File: src/rtl/rx_fcs_strip.sv
// rx_fcs_strip
//   Receive-path byte-stream stage that strips the trailing FCS_BYTES bytes
//   (the Ethernet FCS) from every frame and flags bad frames on the final
//   output beat. A FCS_BYTES-deep window delays the stream so a byte is
//   released only once it is known not to belong to the FCS.
//
//   Optional feature macro: RX_FCS_STRIP_CRC_CHECK_EN
//     defined   -> CRC-32 is checked over the whole frame (FCS included) and
//                  a residue mismatch raises err_out on the last beat.
//     undefined -> no CRC logic; err_out reports runt frames only.
//
// Ports
//   clk        in   clock
//   rst        in   asynchronous active-high reset
//   data_in    in   [7:0] input byte
//   valid_in   in   input byte strobe (no backpressure)
//   last_in    in   final byte of frame, qualified by valid_in
//   data_out   out  [7:0] payload byte (registered)
//   valid_out  out  single-cycle beat strobe
//   last_out   out  final beat of frame, qualified by valid_out
//   err_out    out  frame error, meaningful with valid_out && last_out
module rx_fcs_strip #(
  parameter int FCS_BYTES = 4,
  parameter int MIN_FRAME = 64,
  parameter int CNT_WIDTH = 16
) (
  input  logic       clk,
  input  logic       rst,
  input  logic [7:0] data_in,
  input  logic       valid_in,
  input  logic       last_in,
  output logic [7:0] data_out,
  output logic       valid_out,
  output logic       last_out,
  output logic       err_out
);

  localparam int              WC_W    = $clog2(FCS_BYTES + 1);
  localparam logic [WC_W-1:0] WC_FULL = WC_W'(FCS_BYTES);

  typedef enum logic [1:0] {IDLE, FILL, STREAM} state_t;

  state_t               state_q;
  logic [WC_W-1:0]      wcnt_q, wcnt_d;
  logic [CNT_WIDTH-1:0] cnt_q, cnt_d;
  logic [7:0]           win_q [FCS_BYTES];
  logic                 runt;
  logic                 crc_bad;

  // Count including the byte being accepted now; sticks at all-ones.
  assign cnt_d  = (&cnt_q) ? cnt_q : cnt_q + CNT_WIDTH'(1);
  assign wcnt_d = (wcnt_q == WC_FULL) ? wcnt_q : wcnt_q + WC_W'(1);

  // A saturated count means the frame is certainly long enough.
  assign runt = !(&cnt_d) && (32'(cnt_d) < MIN_FRAME);

`ifdef RX_FCS_STRIP_CRC_CHECK_EN
  logic [31:0] crc_q, crc_d;

  function automatic logic [31:0] crc32_byte(input logic [31:0] c, input logic [7:0] b);
    logic [31:0] r;
    r = c ^ {24'h0, b};
    for (int i = 0; i < 8; i++)
      r = r[0] ? ((r >> 1) ^ 32'hEDB88320) : (r >> 1);
    return r;
  endfunction

  assign crc_d   = crc32_byte(crc_q, data_in);
  // Running the CRC across a frame plus its own FCS leaves a fixed residue.
  assign crc_bad = (crc_d != 32'hDEBB20E3);

  always_ff @(posedge clk or posedge rst) begin
    if (rst)
      crc_q <= '1;
    else if (valid_in)
      crc_q <= last_in ? '1 : crc_d;
  end
`else
  assign crc_bad = 1'b0;
`endif

  // Window contents carry no reset; only the fill count decides what is valid.
  // win_q[0] is the oldest byte once the window is full.
  always_ff @(posedge clk) begin
    if (valid_in) begin
      for (int i = 0; i < FCS_BYTES - 1; i++)
        win_q[i] <= win_q[i+1];
      win_q[FCS_BYTES-1] <= data_in;
    end
  end

  always_ff @(posedge clk or posedge rst) begin
    if (rst) begin
      state_q   <= IDLE;
      wcnt_q    <= '0;
      cnt_q     <= '0;
      data_out  <= '0;
      valid_out <= 1'b0;
      last_out  <= 1'b0;
      err_out   <= 1'b0;
    end else begin
      valid_out <= 1'b0;
      last_out  <= 1'b0;
      err_out   <= 1'b0;
      if (valid_in) begin
        if (state_q == STREAM) begin
          // Window full: the oldest byte is payload and leaves now.
          valid_out <= 1'b1;
          data_out  <= win_q[0];
          last_out  <= last_in;
          err_out   <= last_in && (runt || crc_bad);
        end else if (last_in) begin
          // Frame ended before any payload existed: emit an error marker.
          valid_out <= 1'b1;
          data_out  <= '0;
          last_out  <= 1'b1;
          err_out   <= 1'b1;
        end

        if (last_in) begin
          state_q <= IDLE;
          wcnt_q  <= '0;
          cnt_q   <= '0;
        end else begin
          wcnt_q  <= wcnt_d;
          cnt_q   <= cnt_d;
          state_q <= (wcnt_d == WC_FULL) ? STREAM : FILL;
        end
      end
    end
  end

endmodule

File: config.mk
export PLATFORM = sky130hd
export DESIGN_NAME = rx_fcs_strip
export DESIGN_NICKNAME = d
export VERILOG_FILES = /design/src/rtl/rx_fcs_strip.sv
export SDC_FILE = /design/constraint.sdc
export NUM_CORES = 1
export LEC_CHECK = 0
export ABC_AREA = 1
export ABC_CLOCK_PERIOD_IN_PS = 1890
export BUFFER_PORTS_ARGS = -buffer_cell sky130_fd_sc_hd__clkbuf_2
export CAP_MARGIN = 20
export CORE_MARGIN = 2
export CORE_UTILIZATION = 58
export DETAILED_ROUTE_END_ITERATION = 12
export PLACE_DENSITY = 0.78
export SLEW_MARGIN = 20
export SYNTH_ARGS = -nofsm -noshare
export SYNTH_HDL_FRONTEND = slang
export SYNTH_SLANG_ARGS = --single-unit
export TNS_END_PERCENT = 100
File: constraint.sdc
create_clock -name clk -period 1.89 [get_ports clk]
set_input_delay 0.189 -clock clk [delete_from_list [all_inputs] [get_ports clk]]
set_output_delay 0.189 -clock clk [all_outputs]
set_load 0.02 [all_outputs]
## Word level (Yosys, flattened, before mapping)

Memories as Yosys holds them, arrays and structs flattened.
Cells that the tools add are included.

| storage, ports and cells | value |
|---|---|
| register bits | 32 |
| bits in latches | 0 |
| memory bits (writable) | 32 |
| memory bits (read-only) | 0 |
| bits of input ports | 12 |
| output and inout port bits | 11 |
| logic and storage cells | 38 |
| memories kept | 1 |

| cells by class | value |
|---|---|
| add/sub/neg operators | 2 |
| multiply operators | 0 |
| divide/modulo/power cells | 0 |
| order comparisons | 1 |
| equal/unequal tests | 3 |
| shift-type cells | 0 |
| muxes and demuxes | 17 |
| bitwise logic cells | 0 |
| reduce and logical (&&, ||, !) cells | 7 |

Memory list:

| name | depth | width | rd ports | clocked after Yosys merged registers in | wr ports | RTL line | RTL |
|---|---|---|---|---|---|---|---|
| win_q | 4 | 8 | 4 | 0 | 4 | 46 | `logic [7:0] win_q [FCS_BYTES];` |

Operators by type and width:

| operator | count |
|---|---|
| $mux W16 | 2 |
| $reduce_and A16 Y1 | 2 |
| $add A16 B1 Y16 const B | 1 |
| $lt A16 B7 Y1 const B | 1 |
| $mux W8 | 2 |
| $mux W1 | 9 |
| $eq A3 B3 Y1 const B | 2 |
| $mux W3 | 2 |
| $mux W2 | 2 |
| $add A3 B1 Y3 const B | 1 |
| $eq A2 B2 Y1 const B | 1 |
| $logic_and A1 B1 Y1 | 2 |
| $reduce_and A2 Y1 | 1 |
| $reduce_bool A2 Y1 | 1 |
| $logic_not A1 Y1 | 1 |

## Depth between registers and ports, before layout

| logic depth | value |
|---|---|
| depth in word-level cells | 8 |
| gate-level depth with buffers | 11 |
| gate-level depth less buffers | 11 |

## Least setup slack after synthesis

No wires, ideal clock.

| path | value |
|---|---|
| path type | register to register |
| start point | reg cnt_q[1] |
| end point | reg err_out |
| setup time | 136 ps |
| data arrival time | 1435 ps |
| required time | 1754 ps |
| path slack | 319 ps |
| cell stages (with the launch flop) | 9 |
| path buffers | 0 |
| clock period less this slack | 1571 ps |
| path through | dfrtp_1 > ha_1 > nand2_1 > nor2_4 > nand4_2 > nand2_1 > nor2_1 > nand3_1 > a21oi_2 |

| between the ends | value |
|---|---|
| longest elaborated chain between the ends | 8 |
| elaborated cells on any way between the ends | 10 |
| classes of those cells | 1 x add/sub; 1 x order compare; 3 x mux; 5 x reduce/logical |

RTL lines:

| item | RTL line | RTL |
|---|---|---|
| start: declaration | 45 | `logic [CNT_WIDTH-1:0] cnt_q, cnt_d;` |
| start signal: assignment | 126 | `cnt_q <= cnt_d;` |
| $add A16 B1 Y16 / $reduce_and A16 Y1 (equally long branches) | 51 | `assign cnt_d = (&cnt_q) ? cnt_q : cnt_q + CNT_WIDTH'(1);` |
| $mux W16 (*) | 51 |  |
| branches (longest 2 deep; another with $lt A16 B7 Y1) | n/a |  |
| $logic_and A1 B1 Y1 (*) | 55 | `assign runt = !(&cnt_d) && (32'(cnt_d) < MIN_FRAME);` |
| $logic_and A1 B1 Y1 (*) | 111 | `err_out <= last_in && (runt \|\| crc_bad);` |
| $mux W1 (*) | 106 | `if (state_q == STREAM) begin` |
| $mux W1 (*) | 105 | `if (valid_in) begin` |
| end signal: assignment | 111 |  |
| end: declaration | 35 | `output logic err_out` |

Mark *: on every way between the ends.
A chain may end at the register's enable or synchronous reset.

## Final worst setup path

| path | value |
|---|---|
| start point | reg cnt_q[1] |
| end point | reg cnt_q[4] |

| between the ends | value |
|---|---|
| longest elaborated chain between the ends | 3 |
| elaborated cells on any way between the ends | 4 |
| classes of those cells | 1 x add/sub; 2 x mux; 1 x reduce/logical |

RTL lines:

| item | RTL line | RTL |
|---|---|---|
| $add A16 B1 Y16 / $reduce_and A16 Y1 (equally long branches) | 51 |  |
| $mux W16 (*) | 51 |  |
| $mux W16 (*) | 120 | `if (last_in) begin` |

Every way passes the cells marked *; elsewhere a longest branch is shown, timed or not.

==> metrics.md <==
| Metric | Value |
|---|---|
| Sequential share of the synthesized area | `63.77%` |
| Initial antenna violation count | `0` |
| Core area | `4661 um^2` |
| Die Width | `73.02 um` |
| RSZ-0062 raised after global routing | `false` |
| Top layer in use | `met4` |
| Die height | `73.02 um` |
| # DRC | `0` |
| Total GRT Usage | `21.00%` |
| Worst Reg2Reg Path Length in Cells | `7` |
| Mapped Avg Cell Area | `10.43 um^2` |
| Vias per std cell | `5.691` |
| I/O pins | `23` |
| Number of enable flip-flop cells after synthesis | `32` |
| Post-Synthesis Cells | `265` |
| Clock Sinks | `64` |
| Routed via count | `2026` |
| Num rows | `25` |
| Cts bufs inserted | `9` |
| Crit-path max FO | `8` |
| Synth area leaders | `edfxtp_1, dfrtp_1, nand2_1` |
| WHS Endpoint | `win_q[3][4]` |
| Largest net degree at the start of global routing | `60` |
| Fraction of layout cells with a size suffix above 1 | `18.54%` |
| Routed Antenna Nets | `0` |
| Met2 Wirelength | `2.388 mm` |
| Status | `finished clean` |
| Setup_tns | `0 ps` |
| Port-buffer cells | `22` |
| Final setup fails | `0` |
| Detailed Routing Iterations Pass 1 | `5` |
| Crit path required time | `2130 ps` |
| Class of the worst hold path | `primary input to flop` |
| Crit path top cell by count | `o21ai_0` |
| Clock skew | `6.667 ps` |
| Reg2Reg Setup Slack | `160 ps` |
| Post-Syn Area | `2763 um^2` |
| Pins over their slew limit | `0` |
| Net count after synthesis | `280` |
| Htree depth | `3` |
| Commonest cells in the netlist | `nand2_1, nand3_1, dfrtp_1, edfxtp_1, nor2_1` |
| Area growth syn-to-layout | `16.89%` |
| PwrDens | `995.0 nW/um^2` |
| # nets final | `312` |
| Routed wl met3 | `325 um` |
| Post-Route WL | `5.147 mm` |
| Worst slew pin tran | `468.8 ps` |
| Synth Register Bits | `64` |
| Post-synthesis cell type count | `24` |
| Vias in the first global route | `1770` |
| Crit path kind | `flop to flop` |
| Top-count cell post-synth | `nand2_1` |
| FF-to-FF End | `cnt_q[4]` |
| Hold path start | `data_in[4]` |
| WL/cell | `14.46 um` |
| Reg2reg start | `cnt_q[1]` |
| First-pass GRT wire length | `8.321 mm` |
| Crit path capture type | `flop` |
| # diodes | `0` |
| Fmax | `578.0 MHz` |
| Layout fillers | `320` |
| GR Overflow Total | `0` |
| Final hold violations | `0` |
| Synth area leader | `edfxtp_1` |
| CP cell instances | `ha_4 > nand2_1 > nor2_4 > nand4_2 > nand3_1 > o21ai_0 > o21ai_0` |
| Fraction of registers with async set/reset | `50.00%` |
| Met1 wire length | `2.349 mm` |
| Clk slew on worst S/H paths | `70 ps` |
| Yosys top cell area share | `34.78%` |
| Area of the multi-input gates | `903.4 um^2` |
| CTS tree | `built` |
| Slew HR | `68.71%` |
| DP HPWL | `3.413 mm` |
| Root buffer cell | `clkbuf_8` |
| Critical Path Slowest Stage Cell | `dfrtp_1` |
| Worst path max stage delay | `450 ps` |
| Dominant synthesized flop cell | `edfxtp_1` |
| Fin crit period | `1730 ps` |
| CP Launch Type | `flop` |
| Leakage | `1.379 nW` |
| GP Congestion | `0.9186` |
| Clk buf depth | `2` |
| Total Power | `3.213 mW` |
| Arrival @ worst endpoint | `1970 ps` |
| DRT iter0 DRCs | `195` |
| Die Area | `5331 um^2` |
| Clk_lat worst skew | `330 ps` |
| Max_cap viols | `0` |
| WHS Path Cells | `1` |
| Post-CTS Setup Inserts | `0` |
| Seq. cell area | `1763 um^2` |
| Initial Utilization | `59.28%` |
| Largest vdd supply drop | `605.3 uV` |
| Fin crit share | `91.54%` |
| Synth warn | `0` |
cells by family after synthesis:
| kind of cell | count (synthesis) | synth area share (%) |
|---|---|---|
| compound gates | 34 | 6.930 |
| xor+xnor | 4 | 1.268 |
| simple gates | 129 | 22.01 |
| fa+ha+maj | 3 | 1.359 |
| mux | 1 | 0.3623 |
| buf+inv | 30 | 4.302 |
| flops | 64 | 63.77 |
layer usage:
metal  global-route usage, %  up-vias
li1                        -      981
met5                       0        -
met3                   7.320        9
met1                   29.07      953
met2                   30.23       83
met4                   8.642        0
repair_timing:
| action | 4_1_cts | 5_1_grt |
|---|---|---|
| endpoints found under the setup margin | 0 | 12 |
| hold endpoints to repair | 32 | 0 |
| gates resized for setup | 0 | 4 |
| hold buffers | 1 | 0 |
registers in the layout, indices dropped and copies added, names as in the netlist:
signal,cells
cnt_q,16
data_out,8
err_out,1
last_out,1
state_q,2
valid_out,1
wcnt_q,3
win_q,32
cell usage in the layout, fill, tap and decap left out, drive strengths merged, types with 4 or more instances in the layout:
| cell | count |
|---|---|
| o22ai | 11 |
| nand2 | 58 |
| xor2 | 4 |
| buf | 4 |
| nand4 | 9 |
| o21ai | 16 |
| dfrtp | 32 |
| a21oi | 6 |
| nor2 | 29 |
| nand3 | 33 |
| clkbuf | 31 |
| edfxtp | 32 |
| inv | 24 |
power breakdown:
group	internal [mW]	switching (mW)	total, mW
logic	0.0708	0.135	0.205
registers	1.56	0.0424	1.60
clock network	0.878	0.530	1.41
through the flow:
step	util, %	instance area, um^2	std cells	hold slack [ps]	worst slack, ps
after floorplan	-	2763	265	287.9	318.7
after global placement	63.38	2954	339	276.1	186.3
after detailed placement	63.38	2954	339	279.2	114.9
after CTS	68.81	3207	356	9.739	72.01
after global routing	69.29	3229	356	10.21	15.16
final	69.29	3229	356	27.07	159.8
worst max-delay path by stage:
stage,start,to,slack [ps],cells past startpoint
2_1_floorplan,cnt_q[1],err_out,320,8
3_3_place_gp,cnt_q[1],err_out,190,8
3_5_place_dp,cnt_q[1],err_out,110,8
4_1_cts,cnt_q[0],err_out,70,8
5_1_grt,cnt_q[1],err_out,20,11
6_report,cnt_q[1],cnt_q[4],160,7
critical path: cells and delay by family (launching register included):
family	cells	cell delay, ps
simple gates	4	700
fa+ha+maj	1	190
flops	1	450
compound gates	2	290
area by class of cell:
cell class / instances / area share [%]
clock buffer: 9 / 3.836
clock inverter: 7 / 3.681
inverter: 24 / 2.790
multi-input combinational: 171 / 27.97
sequential: 64 / 54.59
tap: 54 / 2.092
timing repair buffer: 27 / 5.037
No activity file was read; power rests on OpenSTA's default activity.
